[src/rtl/pipe_hazard_ctrl.sv]
`timescale 1ns/1ps
// Issue/hazard controller between decode and ID/EX: a destination-register scoreboard
// stalls decode only on read-after-write hazards and can bypass the RF-writing stage.
module pipe_hazard_ctrl #(
   parameter int STAGES_P    = 3,
   parameter int RF_ADDR_W_P = 6,
   parameter int BYPASS_P    = 0,
   parameter int FIXED_NOP_P = 0
) (
   input  logic                        clk,
   input  logic                        reset,
   input  logic                        issue_valid_i,
   input  logic [RF_ADDR_W_P-1:0]      rs_addr_i,
   input  logic [RF_ADDR_W_P-1:0]      rd_addr_i,
   input  logic                        rs_used_i,
   input  logic                        rd_used_i,
   input  logic                        writes_rf_i,
   input  logic [RF_ADDR_W_P-1:0]      wa_i,
   input  logic                        is_load_i,
   input  logic                        hold_i,
   input  logic                        flush_i,
   output logic                        bubble_o,
   output logic                        issue_o,
   output logic                        fwd_rs_o,
   output logic                        fwd_rd_o,
   output logic [$clog2(STAGES_P)-1:0] inflight_cnt_o,
   output logic [31:0]                 nop_count_o
);

   localparam int D      = STAGES_P - 2;
   localparam int IW     = $clog2(STAGES_P);
   localparam int CW     = (FIXED_NOP_P > 0) ? $clog2(FIXED_NOP_P + 1) : 1;
   localparam bit FIXED  = (FIXED_NOP_P > 0);
   localparam bit BYPASS = (BYPASS_P != 0);

   // Entry k holds the instruction k cycles past decode; entry D writes the RF this cycle.
   logic [D:1]             sb_valid;
   logic [D:1]             sb_load;
   logic [RF_ADDR_W_P-1:0] sb_wa [1:D];
   logic [CW-1:0]          cnt;

   logic [D:1]             nxt_valid;
   logic [D:1]             nxt_load;
   logic [RF_ADDR_W_P-1:0] nxt_wa [1:D];
   logic [IW-1:0]          nxt_inflight;
   logic [CW-1:0]          nxt_cnt;
   logic [31:0]            nxt_nop;

   logic [D:1] match_rs;
   logic [D:1] match_rd;
   logic       near_rs;
   logic       near_rd;
   logic       late_ok;
   logic       haz_rs;
   logic       haz_rd;
   logic       hazard;

   always_comb begin
      match_rs = '0;
      match_rd = '0;
      near_rs  = 1'b0;
      near_rd  = 1'b0;
      for (int k = 1; k <= D; k++) begin
         match_rs[k] = sb_valid[k] & (sb_wa[k] == rs_addr_i) & rs_used_i;
         match_rd[k] = sb_valid[k] & (sb_wa[k] == rd_addr_i) & rd_used_i;
      end
      for (int k = 1; k < D; k++) begin
         near_rs = near_rs | match_rs[k];
         near_rd = near_rd | match_rd[k];
      end
   end

   // A match in the RF-writing stage is harmless only when it can be bypassed.
   assign late_ok = BYPASS & ~sb_load[D];
   assign haz_rs  = near_rs | (match_rs[D] & ~late_ok);
   assign haz_rd  = near_rd | (match_rd[D] & ~late_ok);
   assign hazard  = haz_rs | haz_rd;

   assign fwd_rs_o = ~FIXED & late_ok & match_rs[D] & ~near_rs;
   assign fwd_rd_o = ~FIXED & late_ok & match_rd[D] & ~near_rd;
   assign bubble_o = FIXED ? (cnt != '0) : (issue_valid_i & hazard);
   assign issue_o  = issue_valid_i & ~bubble_o & ~hold_i & ~flush_i;

   always_comb begin
      nxt_valid = sb_valid;
      nxt_load  = sb_load;
      nxt_wa    = sb_wa;
      if (flush_i) begin
         nxt_valid = '0;
      end else begin
         for (int k = D; k >= 2; k--) begin
            nxt_valid[k] = sb_valid[k-1];
            nxt_load[k]  = sb_load[k-1];
            nxt_wa[k]    = sb_wa[k-1];
         end
         nxt_valid[1] = issue_o & writes_rf_i & (wa_i != '0);
         nxt_load[1]  = is_load_i;
         nxt_wa[1]    = wa_i;
      end
      nxt_inflight = '0;
      for (int k = 1; k <= D; k++) begin
         nxt_inflight = nxt_inflight + IW'(nxt_valid[k]);
      end
   end

   // Legacy counter: 1 on issue, then steps through the bubble slots and wraps to 0.
   always_comb begin
      nxt_cnt = cnt;
      if (flush_i) begin
         nxt_cnt = '0;
      end else if (issue_o) begin
         nxt_cnt = FIXED ? CW'(1) : '0;
      end else if (cnt != '0) begin
         nxt_cnt = (cnt == CW'(FIXED_NOP_P)) ? '0 : cnt + CW'(1);
      end
   end

   always_comb begin
      nxt_nop = nop_count_o;
      if (bubble_o && !flush_i && (nop_count_o != 32'hFFFF_FFFF)) begin
         nxt_nop = nop_count_o + 32'd1;
      end
   end

   always_ff @(posedge clk or posedge reset) begin
      if (reset) begin
         sb_valid       <= '0;
         sb_load        <= '0;
         for (int k = 1; k <= D; k++) begin
            sb_wa[k] <= '0;
         end
         cnt            <= '0;
         inflight_cnt_o <= '0;
         nop_count_o    <= '0;
      end else if (!hold_i) begin
         sb_valid       <= nxt_valid;
         sb_load        <= nxt_load;
         for (int k = 1; k <= D; k++) begin
            sb_wa[k] <= nxt_wa[k];
         end
         cnt            <= nxt_cnt;
         inflight_cnt_o <= nxt_inflight;
         nop_count_o    <= nxt_nop;
      end
   end

   a_issue_excl: assert property (@(posedge clk) disable iff (reset) !(issue_o && bubble_o));
   a_cnt_range:  assert property (@(posedge clk) disable iff (reset) cnt <= CW'(FIXED_NOP_P));

endmodule

[config.mk]
export PLATFORM = sky130hd
export DESIGN_NAME = pipe_hazard_ctrl
export DESIGN_NICKNAME = d
export VERILOG_FILES = /design/src/rtl/pipe_hazard_ctrl.sv
export SDC_FILE = /design/constraint.sdc
export NUM_CORES = 1
export LEC_CHECK = 0
export ABC_CLOCK_PERIOD_IN_PS = 3910
export CAP_MARGIN = 20
export CORE_MARGIN = 10
export CORE_UTILIZATION = 40
export CTS_BUF_LIST = sky130_fd_sc_hd__clkbuf_16
export DETAILED_ROUTE_END_ITERATION = 6
export HOLD_SLACK_MARGIN = 0.15
export PLACE_DENSITY = 0.71
export SLEW_MARGIN = 10
export SYNTH_ARGS = -nofsm -noshare
export SYNTH_HDL_FRONTEND = slang
export SYNTH_SLANG_ARGS = --single-unit
[constraint.sdc]
create_clock -name clk -period 3.91 [get_ports clk]
set_clock_uncertainty 0.1 [all_clocks]
set_input_delay 0.391 -clock clk [delete_from_list [all_inputs] [get_ports clk]]
set_output_delay 0.391 -clock clk [all_outputs]
set_load 0.02 [all_outputs]
==> metrics.cfg, run 1 <==
[run_status]
outcome = finished clean

[setup_path]
worst_ep_required_time_ns = 3.42
path_class = in -> out
startpoint_type = input port
critPathArrivalTime_ns = 2.33
r2r-end = nop_count_o[22]
worstRegToRegCells = 6
rrSetupSlack_ns = 1.43
cp_max_fo = 5
reg2reg_from = nop_count_o[8]
end_kind = output port

[hold_path]
hp-start = nop_count_o[23]
hold_path.class = reg -> reg
min_path_cells = 1
hold_end = nop_count_o[23]

[drt]
vias = 1611
drc = 0
first_iter_violations = 44
wirelength_um = 4960
first_pass_iters = 4
vias_per_cell = 4.97
drt-wirelength-per-cell_um = 15.3
ant_nets = 0

[floorplanning]
start_util = 0.410
io_pins = 65
core_um2 = 5070
fp-row-count = 26
dieHeight_um = 92.1
dieArea_um2 = 8480
die_w_um = 92.1

[power]
swShare = 0.192
leakage_nw = 1.18
p_comb_frac = 0.081
powerDensity_nw_per_um2 = 351
ir_drop_v = 0.000166
internal-power_uw = 830
clockPowerShare = 0.505
seqPwrFrac = 0.415
p_sw_uw = 198

[clock_network]
cts.sinks = 39
hold_buffers = 0
h-tree-depth = 2
post_cts_resized = 0
clk_pin_slew_ns = 0.06
cts_tree = built
numCtsBuffers = 5
clk_latency_ns = 0.28
post_cts_buffers = 0
clockBufferDepth = 2
root_buffer = clkbuf_16

[sta]
finalSetupViolCount = 0
finalMaxSlewViolations = 0
slew_headroom = 0.507
fin_setup_tns_ns = 0
finalCritPeriodShare = 0.720
setup_ws_ns = 1.09
rsz0062_at_grt = false
hold_viol_final = 0
fin_crit_ns = 2.82
worst_pin_slew_ns = 0.735
max_freq_mhz = 355

[logic_synthesis]
yosysSeqAreaShare = 0.470
synth_flop_cell = dfrtp_1
ys_warn_count = 0
syn_avg_cell_area_um2 = 10.9
synth_cells = 190
synth-seq-cells = 39
synth.distinct_cells = 34
netlist_area_um2 = 2080
synth-edff-count = 0
synthArstFlopShare = 1.00

[flow_run]
maxCapViolations = 0

[place]
place_area_um2 = 2740
portBuffers = 60
place_ws_ns = 1.08
dp_hpwl_um = 3770
gp_congestion = 0.735

[finish]
final_layout_size_suffix_gt1_frac = 0.114
fin_nets = 281
mostFrequentLayoutCells = clkdlybuf4s50_1, xnor2_1, dfrtp_1, nand3_1, nand2_1
syn_to_final_growth_pct = 41.0
final_common_cell = clkdlybuf4s50_1
n_antenna_cell = 0
final_cell_area_um2 = 2930

[global_route]
grt_pass1_vias = 1665
antenna_found_initial = 0
grt-ovfl-total = 0
grt_use_total = 0.121
grt_pass1_wl_um = 8350
grt_max_degree = 40

-- stage by stage --
step | power [mW] | cells | util | hold slack, ns
2_1_floorplan | 0.480 | 192 | - | 0.420
3_3_place_gp | 0.516 | 316 | 0.539 | 0.381
3_5_place_dp | 0.518 | 316 | 0.539 | 0.386
4_1_cts | 1.04 | 324 | 0.577 | 0.394
5_1_grt | 1.07 | 324 | 0.577 | 0.432
6_report | 1.03 | 324 | 0.577 | 0.392
-- worst max-delay path by stage --
stage                         from         endpoint  slack, ns  cells past startpoint
floorplan           nop_count_o[8]  nop_count_o[22]       1.53                      6
global placement      rd_addr_i[2]          issue_o       1.08                      7
detailed placement    rd_addr_i[2]          issue_o       1.08                      7
CTS                   rd_addr_i[2]          issue_o       1.08                      7
global route          rd_addr_i[2]          issue_o       1.00                      7
finish                rs_addr_i[5]          issue_o       1.09                      7
-- worst max-delay path, stage by stage --
cell,delay (ns)
clkdlybuf4s50_1,0.48
xnor2_1,0.12
nand4_1,0.11
o22a_1,0.29
nand2b_1,0.20
and3_1,0.19
clkdlybuf4s50_1,0.54
-- cell families (layout without fill, tap and decap cells) --
kind of cell / Yosys count / count (layout) / synth area share
AOI/OAI and AO/OA: 3 / 3 / 0.0223
xor gates and xnor gates: 43 / 43 / 0.181
adders and majority gates: 1 / 1 / 0.00602
buffers and inverters: 10 / 72 / 0.0283
DFF: 39 / 39 / 0.470
muxes: 7 / 7 / 0.0379
other: 1 / 3 / 0.00180
and+or+nand+nor: 86 / 86 / 0.253
-- Yosys cell counts, drive strengths merged (2+ instances only) --
library cell | instances | share of area
nor2 | 7 | 0.014
xor2 | 2 | 0.0084
and3 | 11 | 0.035
nand3 | 21 | 0.051
clkbuf | 2 | 0.0036
buf | 5 | 0.017
and4 | 4 | 0.017
xnor2 | 41 | 0.17
nand2b | 2 | 0.0060
dfrtp | 39 | 0.47
mux2 | 7 | 0.038
nand4 | 15 | 0.052
inv | 2 | 0.0036
nor4 | 2 | 0.013
nor3 | 3 | 0.013
nand2 | 16 | 0.029
-- flip-flops by register name, indices dropped and copies added (netlist names) --
name,flops
nop_count_o,32
sb_wa,6
sb_valid,1
-- power groups by stage --
stage               clock network, mW  registers, mW  logic (mW)
finish                          0.519          0.426      0.0828
global route                    0.551          0.428      0.0909
CTS                             0.534          0.426      0.0844
detailed placement                  0          0.434      0.0842
global placement                    0          0.433      0.0832
floorplan                           0          0.431      0.0494
-- cell type report --
type	instances	area, µm²
inverters	2	7.51
repair buffers	62	616
clock inverters	3	67.6
clock buffers	5	125
multi-input cells	143	1050
fillers	462	2140
well taps	70	87.6
flip-flops and latches	39	976
-- layer usage --
layer  share of wire  track usage  up-vias
met4           0.012       0.0424        0
met5               0            0        -
met2            0.48        0.192       42
met1            0.46        0.148      779
met3           0.056       0.0416        4
li1                -            -      786
Power figures use the tool's default switching activity.
==> run 2, diff against run 1 <==
--- a/config.mk
+++ b/config.mk
@@ -5,7 +5,7 @@
 export SDC_FILE = /design/constraint.sdc
 export NUM_CORES = 1
 export LEC_CHECK = 0
-export ABC_CLOCK_PERIOD_IN_PS = 3910
+export ABC_CLOCK_PERIOD_IN_PS = 2900
 export CAP_MARGIN = 20
 export CORE_MARGIN = 10
 export CORE_UTILIZATION = 40
==> constraint.sdc (replaced) <==
create_clock -name clk -period 2.9 [get_ports clk]
set_clock_uncertainty 0.1 [all_clocks]
set_input_delay 0.29 -clock clk [delete_from_list [all_inputs] [get_ports clk]]
set_output_delay 0.29 -clock clk [all_outputs]
set_load 0.02 [all_outputs]
==> metrics.cfg, run 2 (synthesis results as in run 1) <==
[run_status]
outcome = finished clean

[setup_path]
path_class = in -> out
startpoint_type = input port
worstRegToRegCells = 6  ; unchanged
cp_max_fo = 2  ; -3
worst_ep_required_time_ns = 2.51  ; -0.91 ns
critPathArrivalTime_ns = 2.15  ; -0.18 ns
end_kind = output port

[clock_network]
post_cts_buffers = 0  ; unchanged
cts_tree = built
h-tree-depth = 2  ; unchanged
cts.sinks = 39  ; unchanged
root_buffer = clkbuf_16
clk_latency_ns = 0.28  ; about the same
hold_buffers = 0  ; unchanged
clockBufferDepth = 2  ; unchanged
post_cts_resized = 0  ; unchanged
numCtsBuffers = 5  ; unchanged
clk_pin_slew_ns = 0.06  ; about the same

[place]
place_area_um2 = 2770  ; +1.1%
dp_hpwl_um = 3810  ; +1.2%
portBuffers = 60  ; unchanged
place_ws_ns = 0.362  ; -0.716 ns
gp_congestion = 0.732  ; -0.41%

[sta]
rsz0062_at_grt = false
finalSetupViolCount = 0  ; unchanged
finalCritPeriodShare = 0.875
finalMaxSlewViolations = 0  ; unchanged
hold_viol_final = 0  ; unchanged
max_freq_mhz = 394
setup_ws_ns = 0.363  ; -0.730 ns
slew_headroom = 0.627  ; +0.121
fin_crit_ns = 2.54
hold-worst-slack_ns = 0.331  ; -0.0608 ns
fin_setup_tns_ns = 0  ; unchanged
worst_pin_slew_ns = 0.556  ; -0.178 ns

[floorplanning]
core_um2 = 5070  ; unchanged
fp-row-count = 26  ; unchanged
dieArea_um2 = 8480  ; unchanged
dieHeight_um = 92.1  ; unchanged
start_util = 0.410  ; unchanged
die_w_um = 92.1  ; unchanged
io_pins = 65  ; unchanged

[finish]
final_layout_size_suffix_gt1_frac = 0.128  ; +0.0137
reg_top3 = nop_count_o: 32 flops, sb_wa: 6 flops, sb_valid: 1 flops
n_antenna_cell = 0  ; unchanged
syn_to_final_growth_pct = 42.4
fillCellCount = 444  ; -3.9%
mostFrequentLayoutCells = clkdlybuf4s50_1, xnor2_1, dfrtp_1, nand3_1, nand2_1
utilization = 0.583  ; +0.00592
final_cell_area_um2 = 2960  ; +1.0%
fin_nets = 285  ; +1.4%
regMostFlops = nop_count_o
final_common_cell = clkdlybuf4s50_1
largest_reg_flops = 32  ; unchanged

[global_route]
grt_use_total = 0.121  ; +0.000465
grt_max_degree = 40  ; unchanged
grt_pass1_vias = 1708  ; +2.6%
grt-ovfl-total = 0  ; unchanged
grt_pass1_wl_um = 8380  ; +0.32%
antenna_found_initial = 0  ; unchanged

[drt]
drc = 0  ; unchanged
drt-wirelength-per-cell_um = 15.5  ; +1.3%
first_pass_iters = 4  ; unchanged
first_iter_violations = 104  ; +140%
wirelength_um = 5090  ; +2.5%
vias_per_cell = 5.05  ; +1.6%
ant_nets = 0  ; unchanged
vias = 1657  ; +2.9%

[flow_run]
maxCapViolations = 0  ; unchanged

[power]
leakage_nw = 1.20  ; +1.7%
powerDensity_nw_per_um2 = 472  ; +34%
ir_drop_v = 0.000375  ; +130%

[hold_path]
hold_path.class = in -> async

## run 2: final cells by class
cell class                      count  area [µm²]  share of cell area
Tap cell                           70        87.6              0.0296
Timing Repair Buffer               66         646               0.218
Sequential cell                    39         976               0.330
Multi-Input combinational cell    143        1050               0.355
Clock buffer                        5         125              0.0423
Clock inverter                      3        67.6              0.0228
Inverter                            2        7.51             0.00254
## run 2: power breakdown
part           total, mW  leakage [nW]  switching (mW)  internal [mW]
logic              0.114         0.579          0.0438         0.0705
clock network      0.708        0.0900           0.215          0.492
registers          0.574         0.531          0.0163          0.558
total               1.40          1.20           0.276           1.12
## run 2: stage by stage
| step | cells | power [mW] |
|---|---|---|
| floorplan | 192 | 0.647 |
| global placement | 320 | 0.697 |
| CTS | 328 | 1.42 |
| finish | 328 | 1.40 |
| global route | 328 | 1.45 |
| detailed placement | 320 | 0.701 |
## run 2: critical path, stage by stage
cell	delay [ns]
clkdlybuf4s50_1	0.48
xnor2_1	0.13
nand4_1	0.13
o22a_1	0.21
nand2b_1	0.16
and3_1	0.19
clkdlybuf4s50_1	0.55
## run 2: final timing paths
check	from	endpoint	slack (ns)
hold reg to reg	nop_count_o[23]	nop_count_o[23]	0.39
max in group asynchronous	reset	nop_count_o[6]	2.02
min in group clk	nop_count_o[23]	nop_count_o[23]	0.39
setup reg to reg	nop_count_o[8]	nop_count_o[22]	0.41
hold / removal	reset	nop_count_o[30]	0.33
setup / recovery	rs_addr_i[5]	issue_o	0.36
## run 2: per-layer routing
| metal | wire, µm | vias to the layer above | GRT usage |
|---|---|---|---|
| met2 | 2410 | 53 | 0.195 |
| met5 | 0 | - | 0 |
| li1 | - | 795 | - |
| met1 | 2260 | 799 | 0.144 |
| met4 | 110 | 0 | 0.0501 |
| met3 | 306 | 10 | 0.0424 |
